--- config.mk ---
export PLATFORM = sky130hd
export DESIGN_NAME = imm_gen_pipe
export DESIGN_NICKNAME = d
export VERILOG_FILES = /design/src/rtl/imm_gen_pipe.sv
export SDC_FILE = /design/constraint.sdc
export NUM_CORES = 1
export LEC_CHECK = 0
export CAP_MARGIN = 20
export CELL_PAD_IN_SITES_DETAIL_PLACEMENT = 0
export CELL_PAD_IN_SITES_GLOBAL_PLACEMENT = 2
export CORE_MARGIN = 3
export CORE_UTILIZATION = 30
export DETAILED_ROUTE_END_ITERATION = 10
export PLACE_DENSITY_LB_ADDON = 0.15
export SYNTH_ARGS = -nofsm -noshare
export SYNTH_HDL_FRONTEND = slang
export SYNTH_SLANG_ARGS = --single-unit
--- constraint.sdc ---
create_clock -name clk -period 2.1 [get_ports clk]
set_input_delay 0.63 -clock clk [delete_from_list [all_inputs] [get_ports clk]]
set_output_delay 0.63 -clock clk [all_outputs]
set_load 0.1 [all_outputs]
--- src/rtl/imm_gen_pipe.sv ---
// imm_gen_pipe: decode-stage immediate generator with a registered,
// valid/ready output and a 2-entry (main + skid) buffer.
//
// Handshake: a transfer happens on a rising edge where valid && ready are
// both 1. The producer keeps inst/IMM_SRC/in_tag stable while in_valid=1 and
// in_ready=0. The consumer sees imm/err/out_tag held stable while out_valid=1
// and out_ready=0. in_ready is a flop driven from occupancy only, so it never
// combinationally depends on out_ready.
module imm_gen_pipe #(
  parameter int XLEN  = 32,
  parameter int TAG_W = 8
) (
  input  logic             clk,
  input  logic             rst_n,
  input  logic             flush,
  input  logic             in_valid,
  output logic             in_ready,
  input  logic [31:0]      inst,
  input  logic [2:0]       IMM_SRC,
  input  logic [TAG_W-1:0] in_tag,
  output logic             out_valid,
  input  logic             out_ready,
  output logic [XLEN-1:0]  imm,
  output logic             err,
  output logic [TAG_W-1:0] out_tag
);

  // Occupancy states: EMPTY (0 entries), ONE (main only), TWO (main + skid).
  // The state register is the hook for occupancy checkers.
  typedef enum logic [1:0] {
    ST_EMPTY = 2'd0,
    ST_ONE   = 2'd1,
    ST_TWO   = 2'd2
  } state_t;

  state_t state;

  // Immediate select encodings.
  localparam logic [2:0] SRC_I  = 3'b000;
  localparam logic [2:0] SRC_U  = 3'b001;
  localparam logic [2:0] SRC_S  = 3'b010;
  localparam logic [2:0] SRC_J  = 3'b011;
  localparam logic [2:0] SRC_B  = 3'b100;
  localparam logic [2:0] SRC_Z  = 3'b101;
  localparam logic [2:0] SRC_SH = 3'b110;

  // Extension result for the entry presented on the input this cycle.
  logic [XLEN-1:0]  new_imm;
  logic             new_err;

  // Skid register: holds the second entry while the consumer stalls.
  logic [XLEN-1:0]  skid_imm;
  logic             skid_err;
  logic [TAG_W-1:0] skid_tag;

  logic accept;

  // The opcode field never contributes to any immediate.
  logic unused_opcode;
  assign unused_opcode = ^inst[6:0];

  assign accept = in_valid && in_ready;

  // Build the extended immediate from the instruction fields. Signed casts
  // replicate inst[31] up to XLEN; U only grows when XLEN exceeds 32.
  always_comb begin
    new_imm = '0;
    new_err = 1'b0;
    unique case (IMM_SRC)
      SRC_I:  new_imm = XLEN'($signed(inst[31:20]));
      SRC_U:  new_imm = XLEN'($signed({inst[31:12], 12'b0}));
      SRC_S:  new_imm = XLEN'($signed({inst[31:25], inst[11:7]}));
      SRC_J:  new_imm = XLEN'($signed({inst[31], inst[19:12], inst[20],
                                        inst[30:21], 1'b0}));
      SRC_B:  new_imm = XLEN'($signed({inst[31], inst[7], inst[30:25],
                                        inst[11:8], 1'b0}));
      SRC_Z:  new_imm = XLEN'(inst[19:15]);
      SRC_SH: begin
        // RV64 shift amounts use one extra bit of the instruction.
        if (XLEN == 64) new_imm = XLEN'(inst[25:20]);
        else            new_imm = XLEN'(inst[24:20]);
      end
      default: begin
        new_imm = '0;
        new_err = 1'b1;
      end
    endcase
  end

  // Occupancy FSM with registered outputs: main register, skid register,
  // out_valid and in_ready all update together. Flush beats a same-edge accept.
  always_ff @(posedge clk or negedge rst_n) begin
    if (!rst_n) begin
      state     <= ST_EMPTY;
      out_valid <= 1'b0;
      in_ready  <= 1'b1;
      imm       <= '0;
      err       <= 1'b0;
      out_tag   <= '0;
      skid_imm  <= '0;
      skid_err  <= 1'b0;
      skid_tag  <= '0;
    end else if (flush) begin
      state     <= ST_EMPTY;
      out_valid <= 1'b0;
      in_ready  <= 1'b1;
    end else begin
      case (state)
        ST_EMPTY: begin
          if (accept) begin
            imm       <= new_imm;
            err       <= new_err;
            out_tag   <= in_tag;
            out_valid <= 1'b1;
            state     <= ST_ONE;
          end
        end
        ST_ONE: begin
          if (accept && out_ready) begin
            // Current entry leaves as the new one arrives: reload main.
            imm     <= new_imm;
            err     <= new_err;
            out_tag <= in_tag;
          end else if (accept) begin
            // Consumer stalled: park the new entry behind main.
            skid_imm <= new_imm;
            skid_err <= new_err;
            skid_tag <= in_tag;
            in_ready <= 1'b0;
            state    <= ST_TWO;
          end else if (out_ready) begin
            out_valid <= 1'b0;
            state     <= ST_EMPTY;
          end
        end
        ST_TWO: begin
          if (out_ready) begin
            imm      <= skid_imm;
            err      <= skid_err;
            out_tag  <= skid_tag;
            in_ready <= 1'b1;
            state    <= ST_ONE;
          end
        end
        default: begin
          state     <= ST_EMPTY;
          out_valid <= 1'b0;
          in_ready  <= 1'b1;
        end
      endcase
    end
  end

endmodule

# --- After elaboration in Yosys (flattened, before gate mapping) ---
# Index checks and enable logic that the tools add are counted.
word_totals:
  reg_bits: 86
  output_inout_bits: 43
  word_cells: 74
op_classes:
  eq_ne: 20
  n_mux: 32
  n_bitwise: 2
  reduce_logical: 11
ops:
  columns: ["operator", "n"]
  rows:
  - ["32-bit one-hot mux with 7 select lines", 1]
  - ["32-bit two-way mux", 3]
  - ["32-bit one-hot mux with 3 select lines", 1]
  - ["8-bit two-way mux", 3]
  - ["8-bit one-hot mux with 3 select lines", 1]
  - ["3-bit != test, second input constant", 6]
  - ["1-bit two-way mux", 13]
  - ["2-bit two-way mux", 6]
  - ["4-bit AND reduction", 3]
  - ["2-bit != test, second input constant", 5]
  - ["5-bit AND reduction", 2]
  - ["3-bit equality test, second input constant", 3]
  - ["1-bit one-hot mux with 3 select lines", 3]
  - ["7-bit OR reduction", 1]
  - ["3-bit by 2-bit equality test with 1-bit output, second input constant", 2]
  - ["2-bit one-hot mux with 3 select lines", 1]
  - ["4-bit != test, second input constant", 1]
  - ["3-bit by 1-bit equality test with 1-bit output, second input constant", 1]
  - ["3-bit logical NOT", 1]
  - ["3-bit nonzero test", 1]
  - ["2-bit by 1-bit equality test with 1-bit output, second input constant", 1]
  - ["2-bit equality test, second input constant", 1]
  - ["1-bit logical AND", 2]
  - ["2-bit logical NOT", 1]
  - ["1-bit NOT", 2]

# --- Depth between registers and ports, before layout ---
# Gate-level depths: netlist (run 1).
logic_depth:
  depth_word: 5
  ltp_mapped: 8
  depth_no_buf: 4

# --- Worst setup path after synthesis (run 1) ---
# OpenSTA, ideal clock, no wires.
synth_path:
  path_kind: "register to register"
  startpoint: "register in_ready"
  endpoint: "register skid_imm[0]"
  setup_time_ps: 125
  arrival_time_ps: 1893
  path_slack_ps: 82
  stages_incl_launch_ff: 5
  path_buffers: 1
  period_less_slack_ps: 2018
  cell_sequence: "dfstp_2 -> and3b_1 -> nand3_1 -> buf_2 -> mux2_2"
synth_via:
  elab_chain_cells: 4
synth_rtl:
  columns: ["item", "line", "rtl"]
  rows:
  - ["start, declared", "17", "output logic in_ready,"]
  - ["start signal, assigned", "96", "in_ready <= 1'b1;"]
  - ["start signal, assigned", "106", "in_ready <= 1'b1;"]
  - ["start signal, assigned", "129", "in_ready <= 1'b0;"]
  - ["1-bit logical AND *", "62", "assign accept = in_valid && in_ready;"]
  - ["1-bit logical AND", "119", "if (accept && out_ready) begin"]
  - ["1-bit NOT (no source line)", null, null]
  - ["4-bit AND reduction (no source line) *", null, null]
  - ["end signal, assigned", "126", "skid_imm <= new_imm;"]
  - ["end, declared", "52", "logic [XLEN-1:0] skid_imm;"]
# Mark *: on every way between the ends. The rest lies on a longest branch, timed or not.
# A chain may end at the register's enable or synchronous reset.

# --- Final worst setup path (run 1) ---
layout_path:
  startpoint: "input out_ready"
  endpoint: "register imm[23]"
layout_via:
  elab_chain_cells: 3
  elab_cells_between_ends: 4
layout_rtl:
  columns: ["item", "line", "rtl"]
  rows:
  - ["start, declared", "22", "input logic out_ready,"]
  - ["1-bit logical AND", "119", null]
  - ["2-bit != test (no source line)", null, null]
  - ["5-bit AND reduction (no source line) *", null, null]
  - ["end signal, assigned", "111", "imm <= new_imm;"]
  - ["end signal, assigned", "121", "imm <= new_imm;"]
  - ["end signal, assigned", "138", "imm <= skid_imm;"]
  - ["end, declared", "23", "output logic [XLEN-1:0] imm,"]
# Marked as above.

==> run summary, run 1 <==
status = completed
VDD IR max = 548 uV
CP Data Required Time = 2320 ps
normalized max-slew margin = 71.2%
final setup violation count = 0
global-route usage over all layers = 15.9%
vias per cell = 4.86
post-synthesis cell type count = 37
critical path arrival = 2160 ps
Area Growth Syn to Fin = 49.6%
crit path setup slack, layout = 156 ps
pwr/cell area = 1070 nW/um2
commonest non-fill, non-tap cell in the layout = nand2_1
number of cell rows = 42
number of global-route vias before repair = 3791
ANT nets after route = 0
Port Buffers = 83
Synth async-reset ratio = 100%
drt wl/cell = 15.5 um
die height = 124 um
I/O pins = 91
post-layout min period = 1940 ps
Residual DRC = 0
Worst Skew = 3.84 ps
via count = 3618
Skew-Pair Late Insertion Delay = 340 ps
pre-CTS setup slack = -244 ps
sequential fraction of the synthesis area = 51.3%
Synth Flop Type = dfrtp_1
Clock Tree Buf Depth = 2
final hold vios = 0
commonest cells after routing, fill and taps aside = nand2_1, dfrtp_1, o21ai_0, buf_12
Register Area = 2150 um2
CTS tree = built
Yosys warning total = 0
Worst Max-Slew Pin Slew = 432 ps
startpoint class of the critical path = input pin
CTS Buf Count = 9
Syn Nets = 510
fraction of layout cells with a size suffix above 1 = 21.5%
fmax = 514 MHz
Fin Setup TNS = 0 ps
Period Utilization, post-route = 92.6%
worst-path fanout max = 48
Final nets = 611
Leakage = 0.00281 uW
Finished Layout Cells = 744
number of synthesized register bits = 86
core footprint = 13500 um2
pin count of the biggest net entering global routing = 49
grt total ovfl = 0
Post-Syn Area = 4200 um2
syn avg cell area = 9.08 um2
antenna cells = 0
post-CTS setup buffers = 0
initial antenna violation count = 0
Hold WC Path Type = in2async
Max Slew Vio Count = 0
Die Wd = 124 um
clock-pin slew on the worst setup and hold paths = 60 ps
HPWL Detailed = 8.60 mm
clock sinks = 86
global-route wire length before repair = 19.8 mm
Post-synth EDFFs = 0
maxcap violations = 0
unrepaired setup endpoints after global routing = true
initial DRC count = 149
drt pass-1 iters = 4
Die Area = 15400 um2
Routed WL = 11.6 mm
kind of critical path = in2reg
FILL cells = 1303
Gate Count Post-Synth = 462
routability cong. = 0.810
initial core utilization = 31.2%
CP endpoint kind = flip-flop
Inst Count DP = 728
CTS H-tree depth = 3
Multi-input gate area = 1880 um2
Root Driver = clkbuf_16
[logic make-up (layout without fill, tap and decap cells)]
family | Yosys count | after routing | synth area share (%)
AO/OA/AOI/OAI | 144 | 144 | 19.5
XOR/XNOR | 1 | 1 | 0.388
buffers and inverters | 41 | 147 | 4.26
flip-flops | 86 | 86 | 51.3
multiplexers | 24 | 24 | 5.99
AND/OR/NAND/NOR | 166 | 166 | 18.5
[cell type report]
cell class,instances,area share (%)
Sequential cell,86,34.3
Clock inverter,6,0.977
Timing Repair Buffer,129,27.4
Tap cell,176,3.51
Inverter,2,0.120
Multi-Input combinational cell,335,29.9
Clock buffer,10,3.81
[path summary, 6_finish.rpt]
check                                   startpoint                       to  slack (ps)  cells after the start
setup / recovery                         out_ready      imm[23]$_DFFE_PN0P_         160                      5
hold / removal                               rst_n       imm[9]$_DFFE_PN0P_         230                      1
setup reg to reg              state[0]$_DFFE_PN0P_      imm[23]$_DFFE_PN0P_         400                      4
hold reg to reg            skid_imm[2]$_DFFE_PN0P_  skid_imm[2]$_DFFE_PN0P_         480                      2
max in group asynchronous                    rst_n    out_valid$_DFFE_PN0P_        1250                      2
min in group clk           skid_imm[2]$_DFFE_PN0P_  skid_imm[2]$_DFFE_PN0P_         480                      2
[sequential cells by signal (all words and copies together), names as in the netlist]
register and cells:
out_tag 8, skid_err 1, in_ready 1, skid_tag 8
err 1, imm 32, skid_imm 32, out_valid 1
state 2
[layer usage]
layer  global-route usage, %  up-vias  part of all wire [%]
li1                        -     1812                     -
met2                    24.8       80                    46
met5                       0        -                     0
met3                    3.13       13                   4.3
met4                    5.87        0                   1.8
met1                    22.0     1713                    47
[report_power, final]
group	internal, uW	total [uW]	switching, uW
Combinational	1030	2770	1740
Clock	950	1610	664
Sequential	2040	2340	305
Total	4020	6730	2710
[through the flow]
stage / instance area (um2) / total power, uW / util [%] / hold WS, ps
6_report: 6280 / 6730 / 46.7 / 231
4_1_cts: 6270 / 6830 / 46.6 / 239
2_1_floorplan: 4200 / 3980 / - / 334
5_1_grt: 6280 / 7060 / 46.7 / 258
3_5_place_dp: 5970 / 5180 / 44.4 / 469
3_3_place_gp: 5970 / 5130 / 44.4 / 461
[critical path, stage by stage]
cell,delay [ps]
clkdlybuf4s50_1,510
and4b_1,280
o31ai_4,350
buf_12,250
o21ai_0,120
[cells in the mapped netlist (7+ instances only)]
library cell | n | area share, %
nor2_1 | 28 | 2.5
mux2_2 | 9 | 2.4
dfrtp_1 | 85 | 51
nand2_1 | 91 | 8.1
and3b_1 | 10 | 2.1
buf_2 | 19 | 2.3
a21oi_1 | 20 | 2.4
clkbuf_1 | 18 | 1.6
o21ai_0 | 81 | 9.7
o22ai_1 | 20 | 3.0
mux2i_1 | 15 | 3.6
and3_1 | 7 | 1.0
nand2b_1 | 15 | 2.2
[what timing repair did]
| item | CTS | global route |
|---|---|---|
| gates resized for setup | 0 | 1 |
| setup endpoints to repair | 0 | 3 |
| hold buffers | 0 | 0 |
Note: power is estimated with default switching activity, not from simulation.
==> run 2, diff against run 1 <==
Settings changed: CORE_MARGIN 3 to 5.
==> run 2 against run 1 <==
Final cell count increased by 0.27%; worst setup slack got worse by 34 ps; critical path type unchanged; sequential cell count unchanged; clock-buffer cell count increased by 2; largest power group unchanged; non-clock buffer count decreased by 2; critical path depth increased by 2; hold slack improved by 8.2 ps.
==> run summary, run 2 (synthesized netlist as in run 1, its figures left out) <==
unrepaired setup endpoints after global routing = false (was true)
global-route wire length before repair = 18.8 mm (was 19.8 mm)
core footprint = 13800 um2 (was 13500 um2)
FF-to-FF Start = state[0]$_DFFE_PN0P_ (unchanged)
Final nets = 609 (was 611)
initial DRC count = 220 (was 149)
placed cell area = 5950 um2 (was 5970 um2)
normalized max-slew margin = 69.2% (was 71.2%)
antenna cells = 0 (unchanged)
R2R depth = 4 (unchanged)
clock sinks = 86 (unchanged)
fmax = 506 MHz (was 514 MHz)
Period Utilization, post-route = 94.2% (was 92.6%)
post-CTS setup buffers = 0 (unchanged)
Max Slew Vio Count = 0 (unchanged)
Hold WC Path Type = in2async (unchanged)
CP Data Required Time = 2320 ps (about the same)
initial antenna violation count = 0 (unchanged)
CTS tree = built (unchanged)
routability cong. = 0.780 (was 0.810)
switching part of the total = 40.3% (was 40.2%)
pre-CTS setup slack = -219 ps (was -244 ps)
Skew-Pair Late Insertion Delay = 340 ps (about the same)
Area Growth Syn to Fin = 48.6% (was 49.6%)
internal power = 3990 uW (was 4020 uW)
initial core utilization = 30.5% (was 31.2%)
clock-pin slew on the worst setup and hold paths = 60 ps (about the same)
commonest non-fill, non-tap cell in the layout = nand2_1 (unchanged)
drt pass-1 iters = 4 (unchanged)
pin count of the biggest net entering global routing = 57 (was 49)
CTS H-tree depth = 3 (unchanged)
post_cts resized = 0 (unchanged)
die height = 128 um (was 124 um)
critical path arrival = 2190 ps (was 2160 ps)
HPWL Detailed = 8.46 mm (was 8.60 mm)
status = completed (unchanged)
Clock Tree Buf Depth = 2 (unchanged)
Routed WL = 11.6 mm (about the same)
CP endpoint kind = flip-flop (unchanged)
post-layout min period = 1980 ps (was 1940 ps)
Post-CTS Hold Buffers = 0 (unchanged)
Logic pwr share = 41.5% (was 41.2%)
Die Area = 16500 um2 (was 15400 um2)
worst-path fanout max = 13 (was 48)
final setup violation count = 0 (unchanged)
global-route usage over all layers = 14.5% (was 15.9%)
drt wl/cell = 15.5 um (about the same)
sequential power share = 35.0% (was 34.8%)
Clock Power Share = 23.5% (was 24.0%)
fraction of layout cells with a size suffix above 1 = 20.7% (was 21.5%)
register-to-register setup slack = 380 ps (was 400 ps)
Root Driver = clkbuf_16 (unchanged)
WHS = 240 ps (was 231 ps)
Leakage = 0.00278 uW (was 0.00281 uW)
maxcap violations = 0 (unchanged)
crit path setup slack, layout = 122 ps (was 156 ps)
startpoint class of the critical path = input pin (unchanged)
Residual DRC = 0 (unchanged)
pwr/cell area = 1070 nW/um2 (about the same)
Die Wd = 128 um (was 124 um)
Worst Skew = 4.85 ps (was 3.84 ps)
number of global-route vias before repair = 3485 (was 3791)
I/O pins = 91 (unchanged)
kind of critical path = in2reg (unchanged)
grt total ovfl = 0 (unchanged)
vias per cell = 4.85 (was 4.86)
final hold vios = 0 (unchanged)
commonest cells after routing, fill and taps aside = nand2_1, dfrtp_1, o21ai_0, buf_12, clkdlybuf4s50_1 (was nand2_1, dfrtp_1, o21ai_0, buf_12)
post-layout instance area = 6240 um2 (was 6280 um2)
via count = 3615 (was 3618)
R2R Path End = imm[22]$_DFFE_PN0P_ (was imm[23]$_DFFE_PN0P_)
sw power = 2690 uW (was 2710 uW)
Regs by FF count = imm: 32 flops, skid_imm: 32 flops (unchanged)
Port Buffers = 83 (unchanged)
number of cell rows = 43 (was 42)
VDD IR max = 436 uV (was 548 uV)
ANT nets after route = 0 (unchanged)
Worst Max-Slew Pin Slew = 462 ps (was 432 ps)
CTS Buf Count = 9 (unchanged)
-- run 2: cell types whose count changed in the layout (fill, tap and decap cells not counted), sizes merged --
| cell | before | now |
|---|---|---|
| clkbuf | 10 | 12 |
| dlymetal6s2s | 1 | 0 |
| buf | 90 | 88 |
| clkinv | 4 | 2 |
| clkdlybuf4s50 | 38 | 39 |
-- run 2: final cells by class --
| type | count | area [um2] |
|---|---|---|
| clock buffer | 12 | 236 |
| multi-input combinational | 335 | 1880 |
| inverter | 2 | 7.51 |
| sequential | 86 | 2150 |
| fill | 1399 | 7540 |
| clock inverter | 4 | 47.5 |
| tap | 180 | 225 |
| timing repair buffer | 127 | 1690 |
-- run 2: per-stage QoR --
stage	utilization [%]	total power (uW)	TNS, ps	cells
floorplan	-	3980	0	462
global placement	43.2	5130	-7820	730
detailed placement	43.2	5170	-9640	730
CTS	45.3	6770	0	746
global route	45.3	6990	0	746
finish	45.3	6680	0	746
-- run 2: worst max path at each step --
stage | start | to | slack (ps) | cells past startpoint
6_report | IMM_SRC[2] | imm[4]$_DFFE_PN0P_ | 120 | 7
5_1_grt | IMM_SRC[1] | skid_imm[26]$_DFFE_PN0P_ | 0.002 | 7
4_1_cts | IMM_SRC[1] | imm[4]$_DFFE_PN0P_ | 140 | 6
3_5_place_dp | IMM_SRC[1] | imm[4]$_DFFE_PN0P_ | -220 | 6
3_3_place_gp | IMM_SRC[1] | imm[4]$_DFFE_PN0P_ | -190 | 6
2_1_floorplan | in_ready$_DFFE_PN1P_ | skid_imm[0]$_DFFE_PN0P_ | 80 | 4
-- run 2: power by group through the flow --
stage / Combinational, uW / Clock (uW) / Sequential (uW)
2_1_floorplan: 505 / 0 / 3470
3_3_place_gp: 2780 / 0 / 2350
3_5_place_dp: 2800 / 0 / 2370
4_1_cts: 2800 / 1620 / 2350
5_1_grt: 2910 / 1690 / 2390
6_report: 2770 / 1570 / 2340
-- run 2: critical path, cell delays in order --
cell and delay, ps:
clkdlybuf4s50_1 460, buf_4 160, buf_4 180, and3b_1 180, o21ai_0 290, o211a_1 220, o31ai_1 70
-- run 2: layer usage --
layer,wire length (um),up-vias,GRT usage (%),part of all wire [%]
met3,453,11,2.88,3.9
met2,5470,63,22.5,47
met5,0,-,0,0
li1,-,1806,-,-
met4,166,0,5.43,1.4
met1,5500,1735,20.2,47
==> run 3, diff against run 2 <==
Settings changed: CORE_MARGIN 5 to not set, SLEW_MARGIN set to 20.
==> run 3 against run 2 <==
Total power up 2.0%; fmax up 2.2%; routed wire length down 2.1%; hold slack worse by 62 ps; sequential power about the same; critical path type unchanged; largest power group unchanged.
==> run summary, run 3 (synthesized netlist as in run 1, its figures left out) <==
worst setup path start = IMM_SRC[1] (was IMM_SRC[2])
Routed WL = 11.3 mm (was 11.6 mm)
worst-path fanout max = 11 (was 13)
clock sinks = 86 (unchanged)
sequential power share = 34.3% (was 35.0%)
ANT nets after route = 0 (unchanged)
number of global-route vias before repair = 3646 (was 3485)
Clock Power Share = 25.0% (was 23.5%)
fraction of layout cells with a size suffix above 1 = 20.6% (was 20.7%)
Max Slew Vio Count = 0 (unchanged)
max incr delay on CP = 420 ps (was 460 ps)
fmax = 517 MHz (was 506 MHz)
number of cell rows = 42 (was 43)
antenna cells = 0 (unchanged)
CP endpoint kind = flip-flop (unchanged)
placed cell area = 5920 um2 (was 5950 um2)
Fin Setup TNS = 0 ps (unchanged)
initial core utilization = 31.2% (was 30.5%)
Skew-Pair Late Insertion Delay = 340 ps (about the same)
Buf/Inv on CP = 2 (was 3)
I/O pins = 91 (unchanged)
Inst Count DP = 723 (was 730)
Top cell by count, worst path = o21ai_0 (was buf_4)
internal power = 4110 uW (was 3990 uW)
Top delay family on crit path = compound AO/OA/AOI/OAI gates (was buffers and inverters)
Period Utilization, post-route = 92.2% (was 94.2%)
Crit-path slowest cell = clkdlybuf4s50_1 (unchanged)
post_cts resized = 0 (unchanged)
Regs by FF count = imm: 32 flops, skid_imm: 32 flops (unchanged)
post-CTS setup buffers = 0 (unchanged)
HPWL Detailed = 8.16 mm (was 8.46 mm)
routability cong. = 0.766 (was 0.780)
FF-to-FF Start = state[0]$_DFFE_PN0P_ (unchanged)
sw power = 2700 uW (was 2690 uW)
status = completed (unchanged)
drt wl/cell = 15.4 um (was 15.5 um)
WHS = 178 ps (was 240 ps)
Residual DRC = 0 (unchanged)
CTS H-tree depth = 3 (unchanged)
clock-pin slew on the worst setup and hold paths = 70 ps (was 60 ps)
Final nets = 606 (was 609)
commonest non-fill, non-tap cell in the layout = nand2_1 (unchanged)
pwr/cell area = 1090 nW/um2 (was 1070 nW/um2)
switching part of the total = 39.6% (was 40.3%)
Worst Max-Slew Pin Slew = 383 ps (was 462 ps)
global-route usage over all layers = 16.8% (was 14.5%)
Logic pwr share = 40.7% (was 41.5%)
normalized max-slew margin = 74.2% (was 69.2%)
Port Buffers = 83 (unchanged)
Clock Tree Buf Depth = 2 (unchanged)
die height = 120 um (was 128 um)
initial DRC count = 199 (was 220)
post-layout instance area = 6240 um2 (about the same)
vias per cell = 4.80 (was 4.85)
CP cell instances = clkdlybuf4s50_1, buf_4, nand2b_1, o21ai_0, o22ai_1, o21ai_0 (was clkdlybuf4s50_1, buf_4, buf_4, and3b_1, o21ai_0, o211a_1, o31ai_1)
post-layout min period = 1940 ps (was 1980 ps)
core footprint = 13500 um2 (was 13800 um2)
Die Wd = 120 um (was 128 um)
VDD IR max = 539 uV (was 436 uV)
Finished Layout Cells = 738 (was 746)
CTS tree = built (unchanged)
kind of critical path = in2reg (unchanged)
critical path arrival = 2190 ps (about the same)
CP Data Required Time = 2350 ps (was 2320 ps)
final hold vios = 0 (unchanged)
Worst Skew = 6.58 ps (was 4.85 ps)
pin count of the biggest net entering global routing = 49 (was 57)
commonest cells after routing, fill and taps aside = nand2_1, dfrtp_1, o21ai_0, buf_12, clkdlybuf4s50_1 (unchanged)
initial antenna violation count = 0 (unchanged)
CTS Buf Count = 9 (unchanged)
startpoint class of the critical path = input pin (unchanged)
Area Growth Syn to Fin = 48.8% (was 48.6%)
Die Area = 14500 um2 (was 16500 um2)
maxcap violations = 0 (unchanged)
Leakage = 0.00278 uW (about the same)
unrepaired setup endpoints after global routing = false (unchanged)
global-route wire length before repair = 18.8 mm (about the same)
grt total ovfl = 0 (unchanged)
Final Power = 6810 uW (was 6680 uW)
Root Driver = clkbuf_16 (unchanged)
Post-CTS Hold Buffers = 0 (unchanged)
final setup violation count = 0 (unchanged)
drt pass-1 iters = 4 (unchanged)
via count = 3542 (was 3615)
Hold WC Path Type = in2async (unchanged)
[run 3: cell types whose count changed in the layout (fill, tap and decap cells not counted), sizes merged]
cell      delta
clkinvlp     -1
clkinv       -1
buf          -3
clkbuf       +1
[run 3: worst paths after layout]
| check | slack, ps | to | depth (start not counted) |
|---|---|---|---|
| worst min-delay path | 180 | out_valid$_DFFE_PN0P_ | 1 |
| worst max-delay path | 160 | imm[20]$_DFFE_PN0P_ | 6 |
| max in group asynchronous | 1340 | skid_tag[0]$_DFFE_PN0P_ | 2 |
| min in group clk | 480 | skid_imm[2]$_DFFE_PN0P_ | 2 |
| worst max register to register | 410 | imm[20]$_DFFE_PN0P_ | 4 |
| worst min register to register | 480 | skid_imm[2]$_DFFE_PN0P_ | 2 |
[run 3: cell type report]
class	count	area, um2
multi-input cells	335	1880
clock inverters	2	38.8
flip-flops and latches	86	2150
well taps	176	220
fillers	1293	7210
repair buffers	124	1670
inverters	2	7.51
clock buffers	13	280
[run 3: through the flow]
step                setup WS [ps]  util, %
floorplan                    82.2        -
global placement             -179     44.0
detailed placement           -208     44.0
CTS                           150     46.4
global route                 22.8     46.4
finish                        164     46.4
[run 3: metal layers]
layer,vias up,part of all wire (%),GRT usage [%]
met2,60,45,25.9
li1,1789,-,-
met5,-,0,0
met3,16,4.1,3.73
met4,0,1.8,6.87
met1,1677,49,22.7
[run 3: power groups by stage]
stage               Combinational [uW]  Clock [uW]  Sequential (uW)
global route                      2920        1820             2390
CTS                               2790        1750             2340
detailed placement                2790           0             2370
finish                            2770        1710             2340
floorplan                          505           0             3470
global placement                  2760           0             2360
